$ cat src/rtl/nonce_dispatch_sched.sv
// nonce_dispatch_sched: hands out a contiguous nonce range to NUM_CORES
// double-SHA256 cores, collects each core's h0 and tracks the smallest match.
//
// Ports:
//   clk, reset_n              clock, asynchronous active-low reset
//   job_start                 job launch pulse (honoured only while idle)
//   nonce_base, nonce_count   job range, sampled on an accepted job_start
//   target_h0                 match threshold (core_h0 < target_h0, unsigned)
//   abort                     stop issuing and drain in-flight cores
//   core_start, core_nonce    per-core start pulse and nonce (32 bits per core)
//   core_done, core_h0        per-core completion pulse and its h0 word
//   busy, job_done            activity flag and end-of-job pulse
//   found, found_nonce        smallest matching nonce of current/last job
//   hashes_done               results collected in current/last job
//   protocol_err              sticky: done from a core that was not busy
module nonce_dispatch_sched #(
    parameter int unsigned NUM_CORES  = 4,
    parameter bit          EARLY_EXIT = 1'b1
) (
    input  logic                    clk,
    input  logic                    reset_n,
    input  logic                    job_start,
    input  logic [31:0]             nonce_base,
    input  logic [31:0]             nonce_count,
    input  logic [31:0]             target_h0,
    input  logic                    abort,
    output logic [NUM_CORES-1:0]    core_start,
    output logic [32*NUM_CORES-1:0] core_nonce,
    input  logic [NUM_CORES-1:0]    core_done,
    input  logic [32*NUM_CORES-1:0] core_h0,
    output logic                    busy,
    output logic                    job_done,
    output logic                    found,
    output logic [31:0]             found_nonce,
    output logic [31:0]             hashes_done,
    output logic                    protocol_err
);

    localparam int unsigned NONCE_W = 32;
    localparam int unsigned IDX_W   = (NUM_CORES > 1) ? $clog2(NUM_CORES) : 1;
    localparam int unsigned CNT_W   = $clog2(NUM_CORES + 1);

    typedef enum logic [1:0] {
        ST_IDLE,
        ST_RUN,
        ST_DRAIN,
        ST_FINISH
    } state_e;

    state_e                                state_q, state_d;
    logic [NONCE_W-1:0]                    next_nonce_q, next_nonce_d;
    logic [31:0]                           remaining_q, remaining_d;
    logic [31:0]                           target_q, target_d;
    logic [NUM_CORES-1:0]                  core_busy_q, core_busy_d;
    logic [NUM_CORES-1:0]                  core_start_q, core_start_d;
    logic [NUM_CORES-1:0][NONCE_W-1:0]     core_nonce_q, core_nonce_d;
    logic                                  job_done_q, job_done_d;
    logic                                  found_q, found_d;
    logic [NONCE_W-1:0]                    found_nonce_q, found_nonce_d;
    logic [31:0]                           hashes_done_q, hashes_done_d;
    logic                                  protocol_err_q, protocol_err_d;
    logic                                  busy_q, busy_d;

    logic [NUM_CORES-1:0]                  valid_done;
    logic [NUM_CORES-1:0]                  spurious_done;
    logic [CNT_W-1:0]                      done_cnt;
    logic                                  match_any;
    logic [NONCE_W-1:0]                    match_min;
    logic                                  free_any;
    logic [IDX_W-1:0]                      free_idx;

    // Per-cycle result collection: count legal dones, find the smallest match.
    always_comb begin
        valid_done    = core_done & core_busy_q;
        spurious_done = core_done & ~core_busy_q;
        done_cnt      = '0;
        match_any     = 1'b0;
        match_min     = '1;
        for (int unsigned k = 0; k < NUM_CORES; k++) begin
            done_cnt = done_cnt + CNT_W'(valid_done[k]);
            if (valid_done[k] && (core_h0[NONCE_W*k +: NONCE_W] < target_q)) begin
                if (!match_any || (core_nonce_q[k] < match_min)) begin
                    match_min = core_nonce_q[k];
                end
                match_any = 1'b1;
            end
        end
    end

    // Lowest-index core that is idle at the start of the cycle.
    always_comb begin
        free_any = 1'b0;
        free_idx = '0;
        for (int unsigned k = 0; k < NUM_CORES; k++) begin
            if (!free_any && !core_busy_q[k]) begin
                free_any = 1'b1;
                free_idx = IDX_W'(k);
            end
        end
    end

    // Next-state and registered-output logic.
    always_comb begin
        state_d        = state_q;
        next_nonce_d   = next_nonce_q;
        remaining_d    = remaining_q;
        target_d       = target_q;
        core_busy_d    = core_busy_q;
        core_start_d   = '0;
        core_nonce_d   = core_nonce_q;
        job_done_d     = (state_q == ST_FINISH);
        found_d        = found_q;
        found_nonce_d  = found_nonce_q;
        hashes_done_d  = hashes_done_q;
        protocol_err_d = protocol_err_q | (|spurious_done);

        // Collection runs before the issue decision so a freed core is not
        // re-used until the following cycle and DRAIN sees this cycle's dones.
        if ((state_q == ST_RUN) || (state_q == ST_DRAIN)) begin
            core_busy_d   = core_busy_q & ~valid_done;
            hashes_done_d = hashes_done_q + 32'(done_cnt);
            if (match_any) begin
                found_d = 1'b1;
                if (!found_q || (match_min < found_nonce_q)) begin
                    found_nonce_d = match_min;
                end
            end
        end

        case (state_q)
            ST_IDLE: begin
                if (job_start) begin
                    next_nonce_d   = nonce_base;
                    remaining_d    = nonce_count;
                    target_d       = target_h0;
                    found_d        = 1'b0;
                    found_nonce_d  = '0;
                    hashes_done_d  = '0;
                    protocol_err_d = 1'b0;
                    state_d        = (nonce_count == 32'd0) ? ST_FINISH : ST_RUN;
                end
            end
            ST_RUN: begin
                // A match seen this cycle already blocks the issue in early-exit mode.
                if (abort || (EARLY_EXIT && match_any)) begin
                    state_d = ST_DRAIN;
                end else if (free_any) begin
                    core_start_d[free_idx] = 1'b1;
                    core_nonce_d[free_idx] = next_nonce_q;
                    core_busy_d[free_idx]  = 1'b1;
                    next_nonce_d           = next_nonce_q + 32'd1;
                    remaining_d            = remaining_q - 32'd1;
                    if (remaining_q == 32'd1) begin
                        state_d = ST_DRAIN;
                    end
                end
            end
            ST_DRAIN: begin
                if (core_busy_d == '0) begin
                    state_d = ST_FINISH;
                end
            end
            ST_FINISH: begin
                state_d = ST_IDLE;
            end
            default: begin
                state_d = ST_IDLE;
            end
        endcase

        busy_d = (state_d != ST_IDLE);
    end

    // State and output registers.
    always_ff @(posedge clk or negedge reset_n) begin
        if (!reset_n) begin
            state_q        <= ST_IDLE;
            next_nonce_q   <= '0;
            remaining_q    <= '0;
            target_q       <= '0;
            core_busy_q    <= '0;
            core_start_q   <= '0;
            core_nonce_q   <= '0;
            job_done_q     <= 1'b0;
            found_q        <= 1'b0;
            found_nonce_q  <= '0;
            hashes_done_q  <= '0;
            protocol_err_q <= 1'b0;
            busy_q         <= 1'b0;
        end else begin
            state_q        <= state_d;
            next_nonce_q   <= next_nonce_d;
            remaining_q    <= remaining_d;
            target_q       <= target_d;
            core_busy_q    <= core_busy_d;
            core_start_q   <= core_start_d;
            core_nonce_q   <= core_nonce_d;
            job_done_q     <= job_done_d;
            found_q        <= found_d;
            found_nonce_q  <= found_nonce_d;
            hashes_done_q  <= hashes_done_d;
            protocol_err_q <= protocol_err_d;
            busy_q         <= busy_d;
        end
    end

    assign core_start   = core_start_q;
    assign core_nonce   = core_nonce_q;
    assign busy         = busy_q;
    assign job_done     = job_done_q;
    assign found        = found_q;
    assign found_nonce  = found_nonce_q;
    assign hashes_done  = hashes_done_q;
    assign protocol_err = protocol_err_q;

endmodule

$ cat config.mk
export PLATFORM = sky130hd
export DESIGN_NAME = nonce_dispatch_sched
export DESIGN_NICKNAME = d
export VERILOG_FILES = /design/src/rtl/nonce_dispatch_sched.sv
export SDC_FILE = /design/constraint.sdc
export NUM_CORES = 1
export LEC_CHECK = 0
export CORE_UTILIZATION = 45
export CTS_CLUSTER_SIZE = 24
export DETAILED_ROUTE_END_ITERATION = 8
export DONT_BUFFER_PORTS = 1
export HOLD_SLACK_MARGIN = 0.15
export PLACE_DENSITY = 0.62
export SKIP_LAST_GASP = 1
export SYNTH_ARGS = -nofsm -noshare
export SYNTH_HDL_FRONTEND = slang
export SYNTH_SLANG_ARGS = --single-unit
$ cat constraint.sdc
create_clock -name clk -period 16.07 [get_ports clk]
set_clock_uncertainty 0.05 [all_clocks]
set_input_delay 3.214 -clock clk [delete_from_list [all_inputs] [get_ports clk]]
set_output_delay 3.214 -clock clk [all_outputs]
set_load 0.01 [all_outputs]
==> results_dict.tcl, run 1 <==
set metrics [dict create \
    status "complete, no violations" \
    place_ws_ps -73.9 \
    leakage_nw 10.4 \
    min_period_over_period_pct 95.6 \
    cts_setup_buffers 0 \
    finalNetCount 2669 \
    grt_max_degree 303 \
    routedWlPerCell_um 25.7 \
    cts_buffers 37 \
    vdd_drop_max_v 0.000113 \
    synth_area_mm2 0.0207 \
    crit_top_cell "a21o_1" \
    synth.net_count 2717 \
    ys_seq_elements 302 \
    drt_iter0_markers 1524 \
    worstSetupStartpoint "core_h0[11]" \
    ctsHoldBuffers 0 \
    start_util_pct 45.6 \
    cap_viol_max_count 0 \
    setup_viol 0 \
    grt_pass1_wl_um 109000 \
    antenna_found_initial 3 \
    grt_pass1_vias 17223 \
    critPathArrivalTime_ps 15780 \
    instances_no_fill 2812 \
    slowest_delay_ps 560 \
    tightest_slew_ps 1190 \
    power_density_mw_per_mm2 191 \
    worstPathMaxFanout 33 \
    power_mw 4.32 \
    drive_gt1_share_pct 11.3 \
    num_rows 78 \
    die_w_um 216 \
    portBuffers 0 \
    clk_pin_slew_ps 60 \
    numClockSinks 302 \
    fin_util_pct 49.9 \
    grt.overflow.total 0 \
    ant_nets 0 \
    worstHoldStart "remaining_q[1]" \
    vias 17584 \
    hp-class "reg2reg" \
    critPathCaptureType "flop" \
    num-fill-cells 4228 \
    core_area_mm2 0.0453 \
    maxSlewViolCount 0 \
    clock_path_buffers 3 \
    cts_tree "done" \
    clock.fmax_ghz 0.0651 \
    maxSlewHeadroom_pct 20.5 \
    cts_root_buf "clkbuf_16" \
    fin_ws_ps 703 \
    die_area_mm2 0.0468 \
    ys_seq_area_share_pct 36.6 \
    synth-edff-count 0 \
    gp_congestion 0.987 \
    critPathSlowestCell "a221oi_1" \
    yosysWarnings 0 \
    post-route-cell-area_mm2 0.0226 \
    period_minus_slack_ps 15370 \
    worstSetupPathType "in2reg" \
    final_common_cell "dfrtp_1" \
    fp.dieH_um 216 \
    firstDrtPassIters 8 \
    async_flop_share_pct 100 \
    cp.required_ps 16490 \
    start_kind "primary input" \
    totalWireLength_um 72300 \
    dpl_cell_area_mm2 0.0212 \
    synth-main-ff-cell "dfrtp_1" \
    htree_levels 2 \
    worstSkewPairLatency_ps 560 \
    synth.avg_cell_area_um2 9.26 \
    dp.cells 2743 \
    synth_cell_type_count 74 \
    drc_errors 0 \
    r2r_start "target_q[11]" \
    setup-tns-final_ps 0 \
    finalHoldViolCount 0 \
    viasPerCell 6.25 \
    grtUsageTotal_pct 30.5 \
    pin_count 432 \
    hpwl_um 55800 \
    area_growth_syn_to_layout_pct 9.42 \
    mostFrequentLayoutCells "302 x dfrtp_1, 251 x ha_1, 189 x o21ai_0" \
    syn_inst 2230 \
    rsz0062_at_grt "no" \
    timing.hold.ws_ps 503 \
]
registers in the layout, indices dropped and copies added, names as in the netlist:
register and flops:
target_q 32, hashes_done 32, state_q 2, remaining_q 32, next_nonce_q 32, busy 1, protocol_err 1, core_nonce 128
core_busy_q 4, found_nonce 32, job_done 1, found 1, core_start 4
report_power, final:
| part | switching, mW | internal [mW] |
|---|---|---|
| combinational | 1.01 | 0.748 |
| clock | 0.350 | 0.561 |
| sequential | 0.590 | 1.06 |
critical path, delay by kind of cell:
| kind | cells | cell delay (ps) |
|---|---|---|
| mux | 1 | 320 |
| simple gates | 11 | 2090 |
| buf+inv | 4 | 970 |
| compound gates | 39 | 7720 |
| fa+ha+maj | 5 | 1400 |
cell usage after synthesis (all sizes together), types with 25 or more instances:
| library cell | number | area, µm² |
|---|---|---|
| o31ai | 40 | 300 |
| o21ai | 194 | 971 |
| dfrtp | 302 | 7560 |
| nor3 | 38 | 190 |
| a22oi | 31 | 233 |
| nand3 | 48 | 240 |
| nor2 | 120 | 450 |
| a21o | 66 | 495 |
| ha | 252 | 3150 |
| o211ai | 42 | 315 |
| a21oi | 120 | 601 |
| nor4 | 25 | 178 |
| mux2 | 123 | 1390 |
| clkbuf | 100 | 380 |
| nand2 | 182 | 686 |
| nand4 | 48 | 300 |
| a222oi | 31 | 310 |
| a31oi | 37 | 231 |
| inv | 157 | 589 |
layout make-up:
class                   instances  area (µm²)  share of cell area (%)
clock inverters                12         196                   0.869
repair buffers                 33         255                    1.13
well taps                     600         751                    3.32
inverters                     158         593                    2.62
clock buffers                  54        1110                    4.92
diodes                          3        7.51                  0.0332
flip-flops and latches        302        7560                    33.4
multi-input cells            1650       12100                    53.7
metal layers:
metal / GRT usage (%) / share of wire [%] / vias up
li1: - / - / 8177
met1: 36.0 / 39 / 8688
met2: 53.0 / 50 / 601
met3: 8.58 / 8.1 / 118
met4: 10.4 / 2.9 / 0
met5: 0 / 0 / -
what timing repair did:
item / CTS / global route
resized for setup: 0 / 12
setup endpoints to repair: 0 / 32
endpoints found under the hold margin: 0 / 0
final timing paths:
check / endpoint / slack, ps / cells after the start
worst min-delay path: remaining_q[1] / 500 / 2
worst min register to register: remaining_q[1] / 500 / 2
worst max-delay path: found_nonce[0] / 700 / 60
max in group asynchronous: target_q[26] / 12690 / 0
min in group asynchronous: remaining_q[10] / 2320 / 0
worst max register to register: found_nonce[0] / 2840 / 61
cells by family (layout without fill, tap and decap cells):
family | count (synthesis) | after routing | share of synthesized area (%)
buf+inv | 278 | 257 | 5.17
xor+xnor | 26 | 26 | 1.10
mux | 141 | 141 | 7.58
fa+ha+maj | 257 | 257 | 15.7
compound gates | 640 | 640 | 19.8
flops | 302 | 302 | 36.6
other cells | 0 | 3 | 0
simple gates | 586 | 586 | 14.1
Note: power is estimated with default switching activity, not from simulation.
==> run 2: changes to the inputs <==
--- a/config.mk
+++ b/config.mk
@@ -6,11 +6,11 @@
 export NUM_CORES = 1
 export LEC_CHECK = 0
 export CORE_UTILIZATION = 45
-export CTS_CLUSTER_SIZE = 24
 export DETAILED_ROUTE_END_ITERATION = 8
 export DONT_BUFFER_PORTS = 1
 export HOLD_SLACK_MARGIN = 0.15
 export PLACE_DENSITY = 0.62
+export RECOVER_POWER = 100
 export SKIP_LAST_GASP = 1
 export SYNTH_ARGS = -nofsm -noshare
 export SYNTH_HDL_FRONTEND = slang
==> run 2 against run 1 <==
The flow now finishes with violations (capacitance limit, slew limit); first-iteration DRC count increased by 1.8%; total power is essentially flat; sequential share of layout area grew 0.056 points; final area is 0.17% lower; die area unchanged; hold slack lost 7.3 ps; maximum frequency is 0.12% higher; via count up 0.24%; worst setup slack better by 19 ps; critical path depth is the same.
==> results_dict.tcl, run 2 (same netlist as run 1, synthesis figures left out) <==
set metrics [dict create \
    maxSlewViolCount 353 \
    ctsHoldBuffers 0 \
    period_minus_slack_ps 15350 \
    grt_max_degree 303 \
    swShare_pct 45.1 \
    num_rows 78 \
    power_density_mw_per_mm2 191 \
    tightest_slew_ps 2990 \
    hp-class "reg2reg" \
    cts_root_buf "clkbuf_16" \
    cap_viol_max_count 7 \
    rsz0062_at_grt "no" \
    crit_top_cell "a21o_1" \
    antenna_found_initial 3 \
    setup_viol 0 \
    viasPerCell 6.27 \
    start_util_pct 45.6 \
    status "complete, but fails checks" \
    num-fill-cells 4240 \
    comb_power_share_pct 40.8 \
    seq_area_mm2 0.00756 \
    fin_ws_ps 722 \
    violations "capacitance limit, slew limit" \
    worstSetupPathType "in2reg" \
    htree_levels 2 \
    timing.hold.ws_ps 495 \
    largest_register_ffs 128 \
    power.switching_mw 1.95 \
    power_frac_clock_pct 21.1 \
    grtUsageTotal_pct 30.5 \
    die_w_um 216 \
    mostFrequentLayoutCells "302 x dfrtp_1, 251 x ha_1, 191 x o21ai_0" \
    totalWireLength_um 72300 \
    slowest_delay_ps 560 \
    worstSkewPairLatency_ps 560 \
    leakage_nw 10.4 \
    grt_pass1_vias 17223 \
    power_mw 4.32 \
    drc_errors 0 \
    die_area_mm2 0.0468 \
    start_kind "primary input" \
    critPathArrivalTime_ps 15710 \
    hpwl_um 55800 \
    worstPathMaxFanout 33 \
    grt_pass1_wl_um 109000 \
    maxSlewHeadroom_pct -100 \
    ff2ff_setup_slack_ps 2860 \
    cp.required_ps 16430 \
    pin_count 432 \
    drive_gt1_share_pct 11.0 \
    critPathSlowestCell "a221oi_1" \
    gp_congestion 0.987 \
    area_growth_syn_to_layout_pct 9.23 \
    routedWlPerCell_um 25.7 \
    seqPwrFrac_pct 38.2 \
    fin_util_pct 49.8 \
    drt_iter0_markers 1551 \
    finalHoldViolCount 0 \
    vias 17626 \
    numClockSinks 302 \
    clock_path_buffers 3 \
    grt.overflow.total 0 \
    finalNetCount 2669 \
    firstDrtPassIters 6 \
    portBuffers 0 \
    min_period_over_period_pct 95.5 \
    clk_pin_slew_ps 60 \
    vdd_drop_max_v 0.000113 \
    fp.dieH_um 216 \
    place_ws_ps -73.9 \
    core_area_mm2 0.0453 \
    clock.fmax_ghz 0.0652 \
    final_common_cell "dfrtp_1" \
    critPathCaptureType "flop" \
    cts_buffers 37 \
    ant_nets 0 \
    cts_tree "done" \
    multi_input_area_mm2 0.0121 \
    p_int_mw 2.37 \
]
-- run 2: routing by layer --
layer	global-route usage (%)	vias up	share of wire, %
met1	36.0	8707	39
met5	0	-	0
li1	-	8166	-
met3	8.58	123	8.2
met2	53.0	630	50
met4	10.4	0	3.0
-- run 2: area by class of cell --
type | count | share of cell area [%]
multi-input combinational | 1650 | 53.7
sequential | 302 | 33.5
tap | 600 | 3.33
timing repair buffer | 33 | 1.05
clock buffer | 54 | 4.93
inverter | 158 | 2.63
antenna | 2 | 0.0222
clock inverter | 12 | 0.871
-- run 2: timing repair --
item,CTS,global route
resized for setup,0,12
setup endpoints to repair,0,32
setup buffers,0,0
-- run 2: worst paths after layout --
check                               start              end  cells past startpoint
setup / recovery              core_h0[11]  found_nonce[12]                     60
setup reg to reg             target_q[11]  found_nonce[12]                     61
hold reg to reg            remaining_q[1]   remaining_q[1]                      2
hold / removal             remaining_q[1]   remaining_q[1]                      2
max in group asynchronous         reset_n     target_q[26]                      0
min in group asynchronous         reset_n  remaining_q[11]                      0
-- run 2: power groups by stage --
stage	Sequential, mW	Clock [mW]	Combinational, mW
2_1_floorplan	1.35	0	1.38
3_3_place_gp	1.65	0	1.70
3_5_place_dp	1.66	0	1.74
4_1_cts	1.64	0.929	1.75
5_1_grt	1.69	0.955	2.00
6_report	1.65	0.910	1.76
-- run 2: critical path, delay by kind of cell --
family,cells,cell delay (ps)
AO/OA/AOI/OAI,39,7590
AND/OR/NAND/NOR,11,2110
adder cells (fa/ha/maj),5,1390
buffers and inverters,3,700
multiplexers,2,640
-- run 2: metrics by stage --
step,TNS [ps],cells,instance area (µm²)
after floorplan,0,2230,20700
after global placement,0,2743,21200
after detailed placement,-466,2743,21200
after CTS,0,2809,22500
after global routing,0,2811,22600
final,0,2811,22600
